<file path="src/rtl/mem_port_arbiter.sv">
`default_nettype none
// +------------------------------------------------------------------------+
// | mem_port_arbiter: round-robin arbiter/sequencer that shares one        |
// | fixed-latency memory port between instruction fetch and the MEM stage. |
// | Revision: 1.0                                                          |
// +------------------------------------------------------------------------+
module mem_port_arbiter #(
  parameter int MEM_LATENCY = 1
) (
  input  logic        clk,
  input  logic        reset,
  input  logic        if_req_valid,
  input  logic [31:0] if_addr,
  output logic        if_req_ready,
  input  logic        if_flush,
  output logic        if_rsp_valid,
  output logic [31:0] if_rdata,
  input  logic        d_req_valid,
  input  logic        d_we,
  input  logic [31:0] d_addr,
  input  logic [31:0] d_wdata,
  input  logic [3:0]  d_be,
  output logic        d_req_ready,
  output logic        d_rsp_valid,
  output logic [31:0] d_rdata,
  output logic        mem_en,
  output logic        mem_we,
  output logic [31:0] mem_addr,
  output logic [31:0] mem_wdata,
  output logic [3:0]  mem_be,
  input  logic [31:0] mem_rdata
);

  typedef enum logic [1:0] {
    S_IDLE  = 2'd0,
    S_ISSUE = 2'd1,
    S_WAIT  = 2'd2
  } state_t;

  localparam logic [3:0] C_CNT_LOAD = 4'(MEM_LATENCY - 1);
  localparam logic       C_FETCH    = 1'b0;
  localparam logic       C_DATA     = 1'b1;

  state_t      r_state;
  state_t      w_next;
  logic [3:0]  r_cnt;
  logic        r_last_grant;
  logic        r_owner_d;
  logic        r_we;
  logic        r_drop;
  logic        r_if_rsp;
  logic        r_d_rsp;
  logic [31:0] r_addr;
  logic [31:0] r_wdata;
  logic [3:0]  r_be;
  logic [31:0] r_if_rdata;
  logic [31:0] r_d_rdata;
  logic        w_idle;
  logic        w_d_acc;
  logic        w_if_acc;
  logic        w_done;
  logic        w_fetch_busy;

  // Readies are gated by reset so every output reads 0 while reset is held.
  assign w_idle       = (r_state == S_IDLE) && !reset;
  assign d_req_ready  = w_idle && !(if_req_valid && (r_last_grant == C_DATA));
  assign if_req_ready = w_idle && !(d_req_valid && (r_last_grant == C_FETCH));
  assign w_d_acc      = d_req_valid && d_req_ready;
  assign w_if_acc     = if_req_valid && if_req_ready;
  assign w_done       = (r_state == S_WAIT) && (r_cnt == 4'd0);
  assign w_fetch_busy = (r_state != S_IDLE) && !r_owner_d;

  always_ff @(posedge clk) begin
    if (reset) begin
      r_state <= S_IDLE;
    end else begin
      r_state <= w_next;
    end
  end

  always_comb begin
    w_next    = r_state;
    mem_en    = 1'b0;
    mem_we    = 1'b0;
    mem_addr  = 32'd0;
    mem_wdata = 32'd0;
    mem_be    = 4'd0;
    unique case (r_state)
      S_IDLE: begin
        if (w_d_acc || w_if_acc) w_next = S_ISSUE;
      end
      S_ISSUE: begin
        w_next    = S_WAIT;
        mem_en    = 1'b1;
        mem_we    = r_we;
        mem_addr  = r_addr;
        mem_wdata = r_wdata;
        mem_be    = r_be;
      end
      S_WAIT: begin
        if (r_cnt == 4'd0) w_next = S_IDLE;
      end
      default: w_next = S_IDLE;
    endcase
  end

  always_ff @(posedge clk) begin
    if (reset) begin
      r_cnt        <= 4'd0;
      r_last_grant <= C_FETCH;
      r_owner_d    <= 1'b0;
      r_we         <= 1'b0;
      r_drop       <= 1'b0;
      r_if_rsp     <= 1'b0;
      r_d_rsp      <= 1'b0;
      r_addr       <= 32'd0;
      r_wdata      <= 32'd0;
      r_be         <= 4'd0;
      r_if_rdata   <= 32'd0;
      r_d_rdata    <= 32'd0;
    end else begin
      r_if_rsp <= 1'b0;
      r_d_rsp  <= 1'b0;

      if (w_d_acc) begin
        r_owner_d    <= 1'b1;
        r_we         <= d_we;
        r_addr       <= d_addr;
        r_wdata      <= d_we ? d_wdata : 32'd0;
        r_be         <= d_we ? d_be : 4'hF;
        r_last_grant <= C_DATA;
      end else if (w_if_acc) begin
        r_owner_d    <= 1'b0;
        r_we         <= 1'b0;
        r_addr       <= if_addr;
        r_wdata      <= 32'd0;
        r_be         <= 4'hF;
        r_last_grant <= C_FETCH;
      end

      if (r_state == S_ISSUE) begin
        r_cnt <= C_CNT_LOAD;
      end else if ((r_state == S_WAIT) && (r_cnt != 4'd0)) begin
        r_cnt <= r_cnt - 4'd1;
      end

      if (w_done) begin
        if (r_owner_d) begin
          r_d_rsp   <= 1'b1;
          r_d_rdata <= r_we ? 32'd0 : mem_rdata;
        end else begin
          r_if_rsp   <= 1'b1;
          r_if_rdata <= mem_rdata;
        end
      end

      // A new fetch accepted in a response cycle starts with a fresh drop flag.
      if (w_if_acc) begin
        r_drop <= if_flush;
      end else if (w_fetch_busy && if_flush) begin
        r_drop <= 1'b1;
      end else if (r_if_rsp) begin
        r_drop <= 1'b0;
      end
    end
  end

  assign if_rsp_valid = r_if_rsp && !r_drop && !if_flush;
  assign if_rdata     = r_if_rdata;
  assign d_rsp_valid  = r_d_rsp;
  assign d_rdata      = r_d_rdata;

endmodule
`default_nettype wire

</file>
<file path="config.mk">
export PLATFORM = sky130hd
export DESIGN_NAME = mem_port_arbiter
export DESIGN_NICKNAME = d
export VERILOG_FILES = /design/src/rtl/mem_port_arbiter.sv
export SDC_FILE = /design/constraint.sdc
export NUM_CORES = 1
export LEC_CHECK = 0
export BUFFER_PORTS_ARGS = -buffer_cell sky130_fd_sc_hd__clkbuf_2
export CORE_MARGIN = 5
export CORE_UTILIZATION = 45
export CTS_CLUSTER_SIZE = 24
export DETAILED_ROUTE_END_ITERATION = 7
export PLACE_DENSITY = 0.85
export SLEW_MARGIN = 20
export SYNTH_ARGS = -nofsm -noshare
export SYNTH_HDL_FRONTEND = slang
export SYNTH_SLANG_ARGS = --single-unit
</file>
<file path="constraint.sdc">
create_clock -name clk -period 3.6 [get_ports clk]
set_input_delay 0.18 -clock clk [delete_from_list [all_inputs] [get_ports clk]]
set_output_delay 0.18 -clock clk [all_outputs]
set_load 0.02 [all_outputs]
</file>
# After elaboration in Yosys (flattened, before gate mapping)
# Cells that the tools add are included.
[word_totals]
ff_bits = 143
latch_bits = 0
ram_bits = 0
mem_bits_ro = 0
input_bits = 138
output_inout_bits = 138
elab_cells = 75
mem_count = 0
[op_classes]
addsub = 1
n_mul = 0
div = 0
order_cmp = 0
n_eq_ne = 4
n_shift = 0
n_mux = 25
n_bitwise = 2
n_reduce_logical = 31
[op_table]
columns = ["cell", "n"]
rows = [
  ["$mux 32", 8],
  ["$mux 4", 4],
  ["$logic_and 1x1->1", 13],
  ["$mux 1", 10],
  ["$logic_not 1->1", 6],
  ["$pmux 2 s3", 1],
  ["$reduce_and 2->1", 3],
  ["$logic_not 4->1", 1],
  ["$mux 2", 2],
  ["$ne 2x1->1 const B", 2],
  ["$reduce_bool 2->1", 2],
  ["$reduce_bool 4->1", 1],
  ["$reduce_or 2->1", 2],
  ["$sub 4x1->4 const B", 1],
  ["$reduce_bool 3->1", 1],
  ["$eq 2x1->1 const B", 1],
  ["$eq 2x2->1 const B", 1],
  ["$logic_not 2->1", 1],
  ["$not 1->1", 2],
  ["$logic_or 1x1->1", 1],
]

# Logic depth before layout (Yosys ltp)
[depth]
ltp_word = 8
ltp_mapped = 7
depth_no_buf = 5

# Least setup slack after synthesis
# Ideal clock, no wire load.
[synth_path]
path_kind = "reg-to-output"
startpoint = "register r_state[1]"
endpoint = "output port mem_addr[17]"
t_arrival_ps = 1474
required_time_ps = 3420
setup_slack_ps = 1946
stages_incl_launch_ff = 6
path_buffers = 2
cell_sequence = "dfxtp_1 -> nand2b_1 -> inv_1 -> clkbuf_1 -> clkbuf_1 -> and2_1"
[synth_via]
elab_chain_len = 2
[synth_lines]
columns = ["item", "line", "rtl"]
rows = [
  ["start: declaration", "44", "state_t r_state;"],
  ["start signal: assignment", "77", "r_state <= w_next;"],
  ["$eq 2x1->1", "88", "unique case (r_state)"],
  ["$mux 32", "88", ""],
  ["end: declaration", "28", "output logic [31:0] mem_addr,"],
]
# Every way passes these cells.

# Final worst setup path
[layout_path]
startpoint = "register r_state[0]"
endpoint = "output port mem_wdata[29]"
[layout_via]
elab_chain_len = 2
[layout_lines]
columns = ["item", "line", "rtl"]
rows = [
  ["$eq 2x1->1", "88", ""],
  ["$mux 32", "88", ""],
  ["end: declaration", "29", "output logic [31:0] mem_wdata,"],
]
# Every way passes these cells.

==> metrics <==
post-synthesis register bit count about 140; required time worst endpoint around 3.4 ns; top cell type's share of synthesized area a little over two fifths; Syn Nets roughly 900; Area growth syn-to-layout 35.4%; Hold Path Class in2reg; DRC Markers 0; Detailed Place HPWL around 13000 µm; vias in the first global route around 6600; Hold Path Stages 3; Worst Tran Pin Value between 1 and 1.5 ns; post-route ant nets 0; Die H about 130 µm; Main synth FF type dfxtp_1; WP data arrival 2.32 ns; Yosys Warn Count 0; Hold Startpoint d_addr[15]; EDFF count, synth 0; Initial Util 45.5%; ant diodes 0; Synth area leader dfxtp_1; placed insts about 1100; Routed WL per cell 18.4 µm; reg2reg path depth 6; CTS buffer count 17; largest net degree at the start of global routing 75; synthesized cell area about 0.0066 mm²; Reg clk slew, reported paths around 0.06 ns; clock latency on the worst-skew pair ~0.42 ns; Post-Syn Instances 759; Setup CP Type reg2out; Seq/Total Area, Yosys a little over two fifths; Leakage between 3 and 4 nW; post-synthesis cell type count 37; Core Area 0.0145 mm²; min Tclk post-route ~2.5 ns; Die Footprint 0.0172 mm²; layout net count around 1100; post-route insts no fill roughly 1200; Placer Congestion about 0.8; first-pass GRT wire length 33700 µm; Worst Skew between 0.01 and 0.015 ns; Die W approximately 130 µm; row cnt 44; initial antenna violation count 0; RSZ-0062 raised after global routing false; clock sink count 143; cell area power density 489 mW/mm²; setup TNS 0 ns; DRT Pass-1 Iters 5; worst-path maximum fanout 74; Iteration-0 DRC Markers 755; Total Routing Usage GR between 20% and 30%; synth top area cells dfxtp_1, a21oi_1, o31ai_1, and2_1, nand4_1; Async SR Flop Fraction 0%; Setup crit start r_state[0]; Final setup viols 0; vias per inst between 6 and 7; Slew headroom between 20% and 30%; total congestion overflow 0; final WL ~22000 µm; vias slightly above 7000; max frequency 0.399 GHz; Post-CTS Resized 0; Syn Area/Cell between 8 and 9 µm²; I/O pin count around 280; status finished, final reports clean; layout cell share with drive strength beyond 1 33.0%; maximum vdd drop around 0.00033 V; Crit. End Element output port; Period Utilization, post-route a little over two thirds; CTS H-Tree Depth 4; RR Startpoint r_owner_d; max-slew violation count 0; Root Driver clkbuf_16; IO buf count 275; maxcap violations 0; CTS tree built; Hold Fails Final Rpt 0; crit start category register; clk buf depth 2
## Yosys cell counts (21+ instances only)
cell      instances
o31ai_1          64
nand3_1          33
nor2b_1          33
and2_1           70
a21oi_1         100
a32o_1           32
buf_2            21
dfxtp_1         143
clkbuf_1         73
nand4_1          65
a311oi_1         32
o21ai_0          39
## report_power, final
group / internal (W) / leakage [nW] / switching (W) / total [W]
Combinational: 0.000218 / 2.18 / 0.000363 / 0.000582
Sequential: 0.00166 / 1.16 / 0.0000467 / 0.00171
Clock: 0.00140 / 0.337 / 0.000670 / 0.00207
Total: 0.00328 / 3.68 / 0.00108 / 0.00436
## cell type report
cell class	instances	area (µm²)
Fill cell	1230	5550
Sequential cell	143	2870
Tap cell	184	230
Multi-Input combinational cell	505	3320
Clock buffer	21	460
Inverter	9	33.8
Clock inverter	10	233
Timing Repair Buffer	319	1790
## state kept, by name (all words and copies together), names as in the netlist
register     cells
d_rdata         32
d_rsp_valid      1
if_rdata        32
r_addr          32
r_be             4
r_cnt            4
r_drop           1
r_if_rsp         1
r_owner_d        1
r_state          2
r_wdata         32
r_we             1
## cell families (layout without fill, tap and decap cells)
| group | Yosys count | after routing | share of synthesized area [%] |
|---|---|---|---|
| simple gates | 225 | 225 | 20.9 |
| fa+ha+maj | 1 | 1 | 0.190 |
| flops | 143 | 143 | 43.4 |
| compound gates | 279 | 279 | 28.7 |
| buf+inv | 111 | 359 | 6.83 |
## critical path: stages (launching register included)
cell      delay, ns
dfxtp_1        0.52
nand2b_1       0.15
inv_2          0.76
and2_1         0.28
clkbuf_2       0.18
## final timing paths
path,slack [ns],end
worst max register to register,1.46,r_wdata[19]
worst min-delay path,0.02,r_addr[15]
worst min register to register,0.47,d_rdata[22]
worst max-delay path,1.10,mem_wdata[29]
## timing repair
| action | CTS | global route |
|---|---|---|
| endpoints found under the hold margin | 32 | 0 |
| setup buffers | 0 | 0 |
| hold buffers | 32 | 0 |
## metrics by stage
stage               utilization [%]  worst slack, ns  instance area (µm²)  hold slack, ns  total power, W
CTS                            61.7             1.11                 8930         0.00288         0.00438
finish                         61.7             1.10                 8930          0.0201         0.00436
global placement               54.7             1.50                 7920           0.389         0.00227
detailed placement             54.7             1.48                 7920           0.394         0.00228
global route                   61.7            0.959                 8930          0.0144         0.00451
floorplan                         -             1.95                 6590           0.306         0.00208
## cell usage in the layout, fill, tap and decap left out, types with 3 or more instances in the layout
cell / Yosys / layout
clkbuf_2: 0 / 274
dfxtp_1: 143 / 141
a21oi_1: 100 / 100
and2_1: 70 / 70
nand4_1: 65 / 65
o31ai_1: 64 / 64
o21ai_0: 39 / 39
nor2b_1: 33 / 33
nand3_1: 33 / 33
a32o_1: 32 / 32
a311oi_1: 32 / 32
dlygate4sd3_1: 0 / 32
clkbuf_16: 0 / 17
buf_4: 0 / 13
bufinv_16: 0 / 7
or3_1: 5 / 5
inv_2: 2 / 4
inv_1: 7 / 4
o221a_2: 4 / 4
nor3b_1: 3 / 3
nor2_1: 3 / 3
a211oi_1: 3 / 3
## routing by layer
metal / routed length, µm / global-route usage [%] / up-vias / part of all wire (%)
met4: 634 / 9.62 / 0 / 2.9
met5: 0 / 0 / - / 0
met3: 2020 / 6.28 / 51 / 9.2
li1: - / - / 3344 / -
met2: 10600 / 39.5 / 417 / 48
met1: 8630 / 30.7 / 3424 / 39
(Power assumes the default switching activity.)
